===== src/rtl/ingress_frame_buffer_if.sv =====
// Purpose: port-facing bundle of the ingress frame buffer (frame source, arbiter, frame output).
// Latency: none, wires only.
// Backpressure: none on the source side; the output side is paced by out_req/out_grant.
`ifndef PORT_NUB_TOTAL
`define PORT_NUB_TOTAL 8
`endif
`ifndef DATA_WIDTH
`define DATA_WIDTH 16
`endif

interface ingress_frame_buffer_if #(
    parameter int PORT_NUB   = `PORT_NUB_TOTAL,
    parameter int DATA_WIDTH = `DATA_WIDTH
);
    localparam int WIDTH_SEL = $clog2(PORT_NUB);

    logic                  in_vaild;
    logic [WIDTH_SEL-1:0]  in_rx_port;
    logic [WIDTH_SEL-1:0]  in_tx_port;
    logic [DATA_WIDTH-1:0] in_data;
    logic                  in_done;
    logic                  out_req;
    logic                  out_grant;
    logic                  out_vaild;
    logic [DATA_WIDTH-1:0] out_data;
    logic [WIDTH_SEL-1:0]  out_dest;
    logic [WIDTH_SEL-1:0]  out_src;
    logic                  out_last;
    logic                  drop_pulse;

    // Frame source and arbiter side.
    modport master (
        output in_vaild, in_rx_port, in_tx_port, in_data, in_done, out_grant,
        input  out_req, out_vaild, out_data, out_dest, out_src, out_last, drop_pulse
    );

    // Buffer side.
    modport slave (
        input  in_vaild, in_rx_port, in_tx_port, in_data, in_done, out_grant,
        output out_req, out_vaild, out_data, out_dest, out_src, out_last, drop_pulse
    );
endinterface


===== src/rtl/ingress_frame_buffer.sv =====
// Purpose: collect one port's frame into a local FIFO, commit a descriptor, stream it out on grant; optional STATS_EN adds frame/drop counters.
// Latency: in_done at T -> out_req at T+2; grant at T+2 -> first beat at T+3.
// Backpressure: none on input (overflow / over-long frames drop atomically); output waits for out_grant.
`ifndef PORT_NUB_TOTAL
`define PORT_NUB_TOTAL 8
`endif
`ifndef DATA_WIDTH
`define DATA_WIDTH 16
`endif

// Purpose: small generic synchronous FIFO with registered pointers.
// Latency: write visible at rd_dat the cycle after the push.
// Backpressure: full/empty flags; pushes when full and pops when empty are ignored.
module sync_fifo #(
    parameter int W     = 8,
    parameter int DEPTH = 4
) (
    input  logic         clk,
    input  logic         rst,
    input  logic         wr_vld,
    input  logic [W-1:0] wr_dat,
    input  logic         rd_rdy,
    output logic [W-1:0] rd_dat,
    output logic         full,
    output logic         empty
);
    localparam int AW = $clog2(DEPTH);

    logic [W-1:0] mem [DEPTH];
    logic [AW:0]  wp;
    logic [AW:0]  rp;

    assign full   = (wp - rp) == (AW+1)'(DEPTH);
    assign empty  = (wp == rp);
    assign rd_dat = mem[rp[AW-1:0]];

    // Pointer update; the extra MSB separates full from empty.
    always_ff @(posedge clk or posedge rst) begin
        if (rst) begin
            wp <= '0;
            rp <= '0;
        end else begin
            if (wr_vld && !full) wp <= wp + 1'b1;
            if (rd_rdy && !empty) rp <= rp + 1'b1;
        end
    end

    // Storage write.
    always_ff @(posedge clk) begin
        if (wr_vld && !full) mem[wp[AW-1:0]] <= wr_dat;
    end
endmodule

module ingress_frame_buffer #(
    parameter int PORT_NUB   = `PORT_NUB_TOTAL,
    parameter int DATA_WIDTH = `DATA_WIDTH,
    parameter int DEPTH      = 16,
    parameter int DESC_DEPTH = 4,
    parameter int MAX_LEN    = 16
) (
    input  logic                 clk,
    input  logic                 rst,
    ingress_frame_buffer_if.slave bus
`ifdef STATS_EN
    ,
    output logic [15:0]          frame_cnt,
    output logic [15:0]          drop_cnt
`endif
);
    localparam int WIDTH_SEL = $clog2(PORT_NUB);
    localparam int AW        = $clog2(DEPTH);
    localparam int LEN_W     = $clog2(MAX_LEN + 1);

    typedef struct packed {
        logic [WIDTH_SEL-1:0] dest;
        logic [WIDTH_SEL-1:0] src;
        logic [LEN_W-1:0]     len;
    } desc_t;

    typedef enum logic [1:0] {IDLE, REQ, SEND} state_t;

    logic [DATA_WIDTH-1:0] mem [DEPTH];
    logic [AW:0]           wptr_spec, wptr_com, rptr;
    logic [LEN_W-1:0]      blen, blen_eff, remain;
    logic                  drop_flg, drop_eff, drop_pulse;
    logic [WIDTH_SEL-1:0]  cur_dest, cur_src, dest_q, src_q;
    logic                  data_full, beat_ok, beat_bad;
    logic                  done_drop, desc_push, desc_pop, desc_full, desc_empty;
    desc_t                 desc_wr, desc_rd;
    state_t                state, state_nxt;

    // Beat classification: a beat either lands in the FIFO or poisons the frame.
    always_comb begin
        data_full = (wptr_spec - rptr) == (AW+1)'(DEPTH);
        beat_ok   = bus.in_vaild && !drop_flg && !data_full && (blen != LEN_W'(MAX_LEN));
        beat_bad  = bus.in_vaild && !drop_flg && !beat_ok;
        drop_eff  = drop_flg || beat_bad;
        // A beat coinciding with in_done still belongs to the closing frame.
        blen_eff  = blen + LEN_W'(beat_ok);
        done_drop = bus.in_done && (drop_eff || ((blen_eff != '0) && desc_full));
        desc_push = bus.in_done && !drop_eff && (blen_eff != '0) && !desc_full;
        desc_wr.dest = (blen == '0) ? bus.in_rx_port : cur_dest;
        desc_wr.src  = (blen == '0) ? bus.in_tx_port : cur_src;
        desc_wr.len  = blen_eff;
    end

    // Write-side pointers: speculative advance per beat, commit or roll back on in_done.
    always_ff @(posedge clk or posedge rst) begin
        if (rst) begin
            wptr_spec  <= '0;
            wptr_com   <= '0;
            blen       <= '0;
            drop_flg   <= 1'b0;
            cur_dest   <= '0;
            cur_src    <= '0;
            drop_pulse <= 1'b0;
        end else begin
            drop_pulse <= done_drop;
            if (bus.in_done) begin
                blen     <= '0;
                drop_flg <= 1'b0;
                if (done_drop) begin
                    wptr_spec <= wptr_com;
                end else begin
                    wptr_spec <= wptr_spec + (AW+1)'(beat_ok);
                    wptr_com  <= wptr_spec + (AW+1)'(beat_ok);
                end
            end else begin
                if (beat_ok) begin
                    wptr_spec <= wptr_spec + 1'b1;
                    blen      <= blen + 1'b1;
                    if (blen == '0) begin
                        cur_dest <= bus.in_rx_port;
                        cur_src  <= bus.in_tx_port;
                    end
                end
                if (beat_bad) drop_flg <= 1'b1;
            end
        end
    end

    // Payload storage write.
    always_ff @(posedge clk) begin
        if (beat_ok) mem[wptr_spec[AW-1:0]] <= bus.in_data;
    end

    sync_fifo #(.W($bits(desc_t)), .DEPTH(DESC_DEPTH)) u_desc_fifo (
        .clk    (clk),
        .rst    (rst),
        .wr_vld (desc_push),
        .wr_dat (desc_wr),
        .rd_rdy (desc_pop),
        .rd_dat (desc_rd),
        .full   (desc_full),
        .empty  (desc_empty)
    );

    // Read FSM state register.
    always_ff @(posedge clk or posedge rst) begin
        if (rst) state <= IDLE;
        else     state <= state_nxt;
    end

    // Read FSM next state and descriptor pop.
    always_comb begin
        state_nxt = state;
        desc_pop  = 1'b0;
        case (state)
            IDLE: if (!desc_empty) state_nxt = REQ;
            REQ: begin
                if (bus.out_grant) begin
                    desc_pop  = 1'b1;
                    state_nxt = SEND;
                end
            end
            SEND: if (remain == LEN_W'(1)) state_nxt = IDLE;
            default: state_nxt = IDLE;
        endcase
    end

    // Read-side datapath: load frame on grant, then step through it.
    always_ff @(posedge clk or posedge rst) begin
        if (rst) begin
            rptr   <= '0;
            remain <= '0;
            dest_q <= '0;
            src_q  <= '0;
        end else if (desc_pop) begin
            remain <= desc_rd.len;
            dest_q <= desc_rd.dest;
            src_q  <= desc_rd.src;
        end else if (state == SEND) begin
            rptr   <= rptr + 1'b1;
            remain <= remain - 1'b1;
        end
    end

    assign bus.out_req    = (state == REQ);
    assign bus.out_vaild  = (state == SEND);
    assign bus.out_last   = (state == SEND) && (remain == LEN_W'(1));
    assign bus.out_data   = (state == SEND) ? mem[rptr[AW-1:0]] : '0;
    assign bus.out_dest   = dest_q;
    assign bus.out_src    = src_q;
    assign bus.drop_pulse = drop_pulse;

`ifdef STATS_EN
    // Saturating committed/dropped frame counters.
    always_ff @(posedge clk or posedge rst) begin
        if (rst) begin
            frame_cnt <= '0;
            drop_cnt  <= '0;
        end else begin
            if (desc_push && frame_cnt != 16'hFFFF) frame_cnt <= frame_cnt + 1'b1;
            if (done_drop && drop_cnt != 16'hFFFF)  drop_cnt  <= drop_cnt + 1'b1;
        end
    end
`endif
endmodule


===== src/flat_wrapper.sv =====
// flat-port wrapper written by rule: the top's interface ports become plain ports
module ingress_frame_buffer_flat 
#(
    parameter int PORT_NUB   = `PORT_NUB_TOTAL,
    parameter int DATA_WIDTH = `DATA_WIDTH,
    parameter int DEPTH      = 16,
    parameter int DESC_DEPTH = 4,
    parameter int MAX_LEN    = 16
)
  (clk, rst, bus_in_vaild, bus_in_rx_port, bus_in_tx_port, bus_in_data, bus_in_done, bus_out_grant, bus_out_req, bus_out_vaild, bus_out_data, bus_out_dest, bus_out_src, bus_out_last, bus_drop_pulse);
  ingress_frame_buffer_if #(.PORT_NUB(PORT_NUB), .DATA_WIDTH(DATA_WIDTH)) bus_i ();
  input  logic clk;
  input  logic rst;
  input wire logic [$bits(bus_i.in_vaild)-1:0] bus_in_vaild;
  input wire logic [$bits(bus_i.in_rx_port)-1:0] bus_in_rx_port;
  input wire logic [$bits(bus_i.in_tx_port)-1:0] bus_in_tx_port;
  input wire logic [$bits(bus_i.in_data)-1:0] bus_in_data;
  input wire logic [$bits(bus_i.in_done)-1:0] bus_in_done;
  input wire logic [$bits(bus_i.out_grant)-1:0] bus_out_grant;
  output wire logic [$bits(bus_i.out_req)-1:0] bus_out_req;
  output wire logic [$bits(bus_i.out_vaild)-1:0] bus_out_vaild;
  output wire logic [$bits(bus_i.out_data)-1:0] bus_out_data;
  output wire logic [$bits(bus_i.out_dest)-1:0] bus_out_dest;
  output wire logic [$bits(bus_i.out_src)-1:0] bus_out_src;
  output wire logic [$bits(bus_i.out_last)-1:0] bus_out_last;
  output wire logic [$bits(bus_i.drop_pulse)-1:0] bus_drop_pulse;
  assign bus_i.in_vaild = bus_in_vaild;
  assign bus_i.in_rx_port = bus_in_rx_port;
  assign bus_i.in_tx_port = bus_in_tx_port;
  assign bus_i.in_data = bus_in_data;
  assign bus_i.in_done = bus_in_done;
  assign bus_i.out_grant = bus_out_grant;
  assign bus_out_req = bus_i.out_req;
  assign bus_out_vaild = bus_i.out_vaild;
  assign bus_out_data = bus_i.out_data;
  assign bus_out_dest = bus_i.out_dest;
  assign bus_out_src = bus_i.out_src;
  assign bus_out_last = bus_i.out_last;
  assign bus_drop_pulse = bus_i.drop_pulse;
  ingress_frame_buffer #(.PORT_NUB(PORT_NUB), .DATA_WIDTH(DATA_WIDTH), .DEPTH(DEPTH), .DESC_DEPTH(DESC_DEPTH), .MAX_LEN(MAX_LEN)) u_core (.clk(clk), .rst(rst), .bus(bus_i));
endmodule

===== config.mk =====
export PLATFORM = sky130hd
export DESIGN_NAME = ingress_frame_buffer_flat
export DESIGN_NICKNAME = d
export VERILOG_FILES = /design/src/rtl/ingress_frame_buffer_if.sv /design/src/rtl/ingress_frame_buffer.sv /design/src/flat_wrapper.sv
export SDC_FILE = /design/constraint.sdc
export NUM_CORES = 1
export LEC_CHECK = 0
export CAP_MARGIN = 20
export CORE_UTILIZATION = 36
export DETAILED_ROUTE_END_ITERATION = 16
export PLACE_DENSITY = 0.6
export SETUP_SLACK_MARGIN = 0.05
export SLEW_MARGIN = 20
export SYNTH_ARGS = -nofsm -noshare
export SYNTH_HDL_FRONTEND = slang
export SYNTH_HIERARCHICAL = 1
export SYNTH_SLANG_ARGS = --single-unit

===== constraint.sdc =====
create_clock -name clk -period 10.75 [get_ports clk]
set_input_delay 2.15 -clock clk [delete_from_list [all_inputs] [get_ports clk]]
set_output_delay 2.15 -clock clk [all_outputs]
set_load 0.005 [all_outputs]

* Yosys cells after proc, flatten, opt, wreduce, memory -nomap -nowiden
Memories as Yosys holds them, arrays and structs flattened.
Index checks and enable logic that the tools add are counted.
** Word-level totals
- Bits in registers :: 47
- Memories :: 2
- RAM bits :: 300
- Logic and storage cells :: 89
- Input port bits :: 27
- Output and inout port bits :: 26
** Memory list
- u_core.mem :: depth 16, bits a word 16, rd ports 1, clocked after memory_dff 0, wr ports 1, line ingress_frame_buffer.sv:82 : logic [DATA_WIDTH-1:0] mem [DEPTH];
- u_core.u_desc_fifo.mem :: depth 4, bits a word 11, rd ports 1, clocked after memory_dff 0, wr ports 1, line ingress_frame_buffer.sv:29 : logic [W-1:0] mem [DEPTH];
** Operators by class
- Add/sub/neg operators :: 10
- Multiplexer cells :: 22
- Equal/unequal tests :: 10
- Reductions and logical operators :: 29
- Bitwise logic cells :: 2
** Operator list (number)
- 5-bit two-way mux :: 7
- 16-bit two-way mux :: 1
- 5-bit by 1-bit adder with 5-bit output, second input constant :: 3
- 1-bit logical AND :: 12
- 5-bit by 1-bit adder with 5-bit output :: 2
- 1-bit two-way mux :: 8
- 3-bit by 1-bit adder with 3-bit output, second input constant :: 2
- 1-bit logical NOT :: 6
- 2-bit two-way mux :: 3
- 3-bit two-way mux :: 2
- 2-bit case mux with 3 select lines :: 1
- 2-bit nonzero test :: 3
- 5-bit by 1-bit == test with 1-bit output, second input constant :: 1
- 5-bit == test, second input constant :: 1
- 5-bit logical NOT :: 1
- 5-bit inequality test, second input constant :: 1
- 5-bit nonzero test :: 1
- 5-bit by 1-bit subtractor with 5-bit output, second input constant :: 1
- 5-bit subtractor :: 1
- 2-bit inequality test, second input constant :: 2
- 2-bit AND reduction :: 2
- 3-bit == test :: 1
- 3-bit == test, second input constant :: 1
- 3-bit AND reduction :: 1
- other kinds (7) :: 9

* Logic depth before layout (Yosys ltp)
- Depth after elaboration :: 15
- Mapped depth :: 17
- Mapped depth without buffers :: 14

* Cells and area by module
Netlist, hierarchy kept.
** By module, submodules not included
- ingress_frame_buffer :: instances 1, seq. area each 8713.4 um^2, area an instance 12194.2 um^2, cells an instance 624
- sync_fifo :: instances 1, seq. area each 1471.4 um^2, area an instance 1988.2 um^2, cells an instance 94

* Worst setup path after synthesis
No wires, ideal clock.
- Kind :: in2reg
- Start point :: input bus_in_vaild
- End point :: memory u_core/u_desc_fifo/mem[0][0] in the netlist's numbering (enable)
- Cell stages on the path :: 13
- Setup slack :: 5851 ps
- Setup time :: 318 ps
- Data arrival time :: 4581 ps
- Required time :: 10432 ps
- Path buffers :: 2
- Cell sequence :: inv_1 -> a311oi_1 -> buf_2 -> and2_1 -> buf_2 -> ha_1 -> ha_1 -> nand3_1 -> xnor2_1 -> nor3_1 -> nor4_1 -> o21a_2 -> and2_2
** Between the ends
- Elaborated cells on any way between the ends :: 15
- Those cells by class :: 1 x add/sub; 2 x mux; 12 x reduce/logical
** RTL lines
- from (decl) :: line flat_wrapper.sv:14 : input wire logic [$bits(bus_i.in_vaild)-1:0] bus_in_vaild;
- 1-bit logical AND (3 in a row) :: line ingress_frame_buffer.sv:95 : beat_ok = bus.in_vaild && !drop_flg && !data_full && (blen != LEN_W'(MAX_LEN));
- 5-bit by 1-bit adder with 5-bit output :: line ingress_frame_buffer.sv:99 : blen_eff = blen + LEN_W'(beat_ok);
- via u_core.blen_eff[4] :: line ingress_frame_buffer.sv:84 : logic [LEN_W-1:0] blen, blen_eff, remain;
- 5-bit nonzero test :: line ingress_frame_buffer.sv:101 : desc_push = bus.in_done && !drop_eff && (blen_eff != '0) && !desc_full;
- 1-bit logical AND (2 in a row) :: line ingress_frame_buffer.sv:101
- via u_core.desc_push :: line ingress_frame_buffer.sv:88 : logic done_drop, desc_push, desc_pop, desc_full, desc_empty;
- 1-bit logical AND :: line ingress_frame_buffer.sv:50 : if (wr_vld && !full) mem[wp[AW-1:0]] <= wr_dat;
- 1-bit two-way mux :: line ingress_frame_buffer.sv:50
- 1-bit two-way mux (implied by the code) :: line ingress_frame_buffer.sv:50
- to (decl) :: line ingress_frame_buffer.sv:29
The timed path passes the listed nets, and every way through them passes these cells.

* Final worst setup path
- Start point :: register u_core.rptr[0]
- End point :: output bus_out_data[13]
** Between the ends
- Cells in the longest elaborated chain, start to end :: 2
** Ends and longest elaborated chain
- from (decl) :: line ingress_frame_buffer.sv:83 : logic [AW:0] wptr_spec, wptr_com, rptr;
- from (signal assigned) :: line ingress_frame_buffer.sv:193 : rptr <= rptr + 1'b1;
- memory 16 x 16 bit
- 16-bit two-way mux :: line ingress_frame_buffer.sv:201 : assign bus.out_data = (state == SEND) ? mem[rptr[AW-1:0]] : '0;
- to (decl) :: line flat_wrapper.sv:22 : output wire logic [$bits(bus_i.out_data)-1:0] bus_out_data;
Every way passes these cells.

==> summary.txt <==
Synth cell types: 52
row count: 72
clock slew at reported path FFs: 0.06 ns
PD cells: 258 mW/mm^2
Antenna Cells: 0
Achievable Freq: 164 MHz
crit path max fanout: 36
CP endpoint kind: output pin
TritonCTS Buffers: 37
count of final setup violators: 0
Post-route DRC: 0
Mean Syn Cell Area: 19.8 sq um
# port buffers: 52
I/O Pins: 53
Final Max Tran Viols: 0
WL final: 28700 um
Internal: 3.04 mW
starting DRC count in detailed routing: 390
crit-path leading delay family: buffers and inverters
root buffer cell: clkbuf_16
vias in the first global route: 7087
Psw: 1.23 mW
half-perimeter wire length after placement: 16100 um
Lkg Pwr: 5.61 nW
ys async rst share: 13.5%
worst reg2reg endpoint: u_core/u_desc_fifo/mem[1][9]$_DFFE_PP_
wire per inst: 21.4 um
# hold bufs at CTS: 0
sequential area share after synthesis: 71.8%
Placed Area: 0.0154 sq mm
CORE AREA: 0.0387 sq mm
CTS resizes: 0
R2R depth: 14
commonest non-fill, non-tap cells in the layout: edfxtp_1, mux4_2, clkdlybuf4s50_1
initial core utilization: 36.6%
Net Sw Frac: 28.8%
Final Hold Fails: 0
max cap viols: 0
cell breakdown of the critical path: buf_4, mux4_2, mux4_2, and2_1, clkdlybuf4s50_1
Pre-Repair DR Iteration Count: 4
Worst-Margin Slew: 1.12 ns
Place WS: 4.88 ns
FILL cells: 3410
Area Overhead vs Synth: 16.7%
largest net degree at the start of global routing: 42
outcome: completed
Final Util: 42.7%
post-route setup slack: 4.66 ns
gr usage total: 14.7%
Layout Cells excl Fill: 1344
syn_nets: 769
CP Class: reg2out
DR vias: 6741
CTS max path bufs: 3
predominant post-synthesis flop cell: edfxtp_1
H-tree lvl count: 2
Placed Cells: 1277
Die W: 200 um
logic gate share of total power: 27.5%
Sum Neg Setup Slack: 0 ns
layout cells sized above 1: 23.4%
hold path depth: 1
skew final: 0.0174 ns
Clock Power Share: 29.3%
RR Startpoint: u_core/rptr[1]$_DFFE_PP0P_
commonest non-fill, non-tap cell in the layout: edfxtp_1
part of the cycle the worst path needs: 56.7%
post-CTS setup buffer count: 0
worst hold slack: 0.447 ns
Seq pwr share: 43.2%
CTS tree: yes
Final Critical Period: 6.09 ns
Post-synth EDFFs: 300
Hold WC Path Type: reg2reg
Finished Cell Area: 0.0166 sq mm
area of the mapped netlist: 0.0142 sq mm
Worst Path Buf+Inv: 2
GPL Wtd Cong: 0.744
unrepaired setup endpoints after global routing: no
post-detailed-route via-to-cell ratio: 5.02
#FFs+latches synth: 347
CP peak stage delay: 0.91 ns
DIE AREA: 0.0402 sq mm
Crit path arrival time: 3.94 ns
Synth Instances: 718
Ys Warns: 6
global-route wire length before repair: 44100 um
clk_lat worst skew: 0.54 ns
required time of the critical path: 8.60 ns
Critical Path Most Common Cell: mux4_2
Final Power: 4.28 mW
Worst Hold Endpoint: u_core/state[0]$_DFFE_PP0P_
CP startpoint kind: register
Die Span Y: 200 um
antenna viol nets, final: 0
grt ovf: 0
Worst VDD drop: 133 uV
TritonCTS Sinks: 347
relative slew slack: 25.3%
r2r setup slk: 5.91 ns
slowest CP cell: dfrtp_4
antenna violations before repair: 1
fin nets: 849
Worst Hold Launch: u_core/state[1]$_DFFE_PP0P_
[layout make-up]
cell class | instances | area (sq um) | share of cell area [%]
timing repair buffer | 72 | 671 | 4.05
clock inverter | 16 | 168 | 1.01
tap | 518 | 648 | 3.92
sequential | 347 | 10200 | 61.6
inverter | 23 | 86.3 | 0.522
clock buffer | 51 | 1030 | 6.22
multi-input combinational | 317 | 3760 | 22.7
[kinds of logic after synthesis]
kind of cell	count (synthesis)	synth area share [%]
AND/OR/NAND/NOR	125	4.84
AO/OA/AOI/OAI	30	1.63
adder cells (fa/ha/maj)	24	2.12
XOR/XNOR	28	1.78
multiplexers	110	16.0
flip-flops	347	71.8
buffers and inverters	54	1.80
[worst max path at each step]
stage	cells past startpoint	endpoint	slack, ns	from
floorplan	13	u_core/u_desc_fifo/mem[0][0]$_DFFE_PP_	5.85	bus_in_vaild
global placement	12	u_core/u_desc_fifo/mem[3][5]$_DFFE_PP_	4.95	bus_in_vaild
detailed placement	13	u_core/u_desc_fifo/mem[1][5]$_DFFE_PP_	4.88	bus_in_vaild
CTS	5	bus_out_data[13]	4.54	u_core/rptr[0]$_DFFE_PP0P_
global route	5	bus_out_data[13]	4.43	u_core/rptr[0]$_DFFE_PP0P_
finish	5	bus_out_data[13]	4.66	u_core/rptr[0]$_DFFE_PP0P_
[cell usage after synthesis (2+ instances only)]
cell / instances / area, sq um
a211oi_1: 2 / 15.0
a21oi_1: 9 / 45.0
and2_1: 20 / 125
and2_2: 3 / 22.5
and3_1: 10 / 62.6
and3b_1: 4 / 35.0
buf_1: 2 / 7.51
buf_2: 9 / 45.0
buf_6: 5 / 56.3
clkbuf_1: 14 / 52.6
dfrtp_1: 47 / 1180
edfxtp_1: 300 / 9010
ha_1: 24 / 300
inv_1: 21 / 78.8
mux2_1: 6 / 67.6
mux2_2: 7 / 78.8
mux2_4: 3 / 45.0
mux2i_1: 3 / 30.0
mux4_2: 91 / 2050
nand2_1: 33 / 124
nand2b_1: 5 / 31.3
nand3_1: 10 / 50.1
nand4_1: 5 / 31.3
nor2_1: 18 / 67.6
nor2b_1: 4 / 25.0
nor3_1: 2 / 10.0
nor3b_1: 4 / 30.0
nor4_1: 2 / 12.5
o211ai_1: 2 / 15.0
o21ai_0: 5 / 25.0
o31ai_1: 2 / 15.0
xnor2_1: 16 / 140
xor2_1: 11 / 96.3
[flip-flops by register name, summed over array words and instances (netlist names)]
name                    cells
u_core/mem                256
u_core/u_desc_fifo/mem     44
u_core/blen                 5
u_core/remain               5
u_core/rptr                 5
u_core/wptr_com             5
u_core/wptr_spec            5
u_core/bus.out_dest         3
u_core/bus.out_src          3
u_core/cur_dest             3
u_core/cur_src              3
u_core/u_desc_fifo/rp       3
u_core/u_desc_fifo/wp       3
u_core/state                2
u_core/bus.drop_pulse       1
u_core/drop_flg             1
[metal layers]
| layer | vias to the layer above | track usage, % | share of wire, % |
|---|---|---|---|
| li1 | 3013 | - | - |
| met1 | 3581 | 19.8 | 45 |
| met2 | 99 | 24.1 | 49 |
| met3 | 46 | 3.13 | 3.8 |
| met4 | 2 | 4.42 | 2.1 |
| met5 | - | 0 | 0.031 |
[power by group through the flow]
stage | clock (mW) | combinational [mW] | sequential, mW
floorplan | 0 | 0.945 | 1.76
global placement | 0 | 1.19 | 1.88
detailed placement | 0 | 1.19 | 1.88
CTS | 1.29 | 1.20 | 1.85
global route | 1.34 | 1.29 | 1.88
finish | 1.25 | 1.18 | 1.85
No activity file was read; power rests on OpenSTA's default activity.
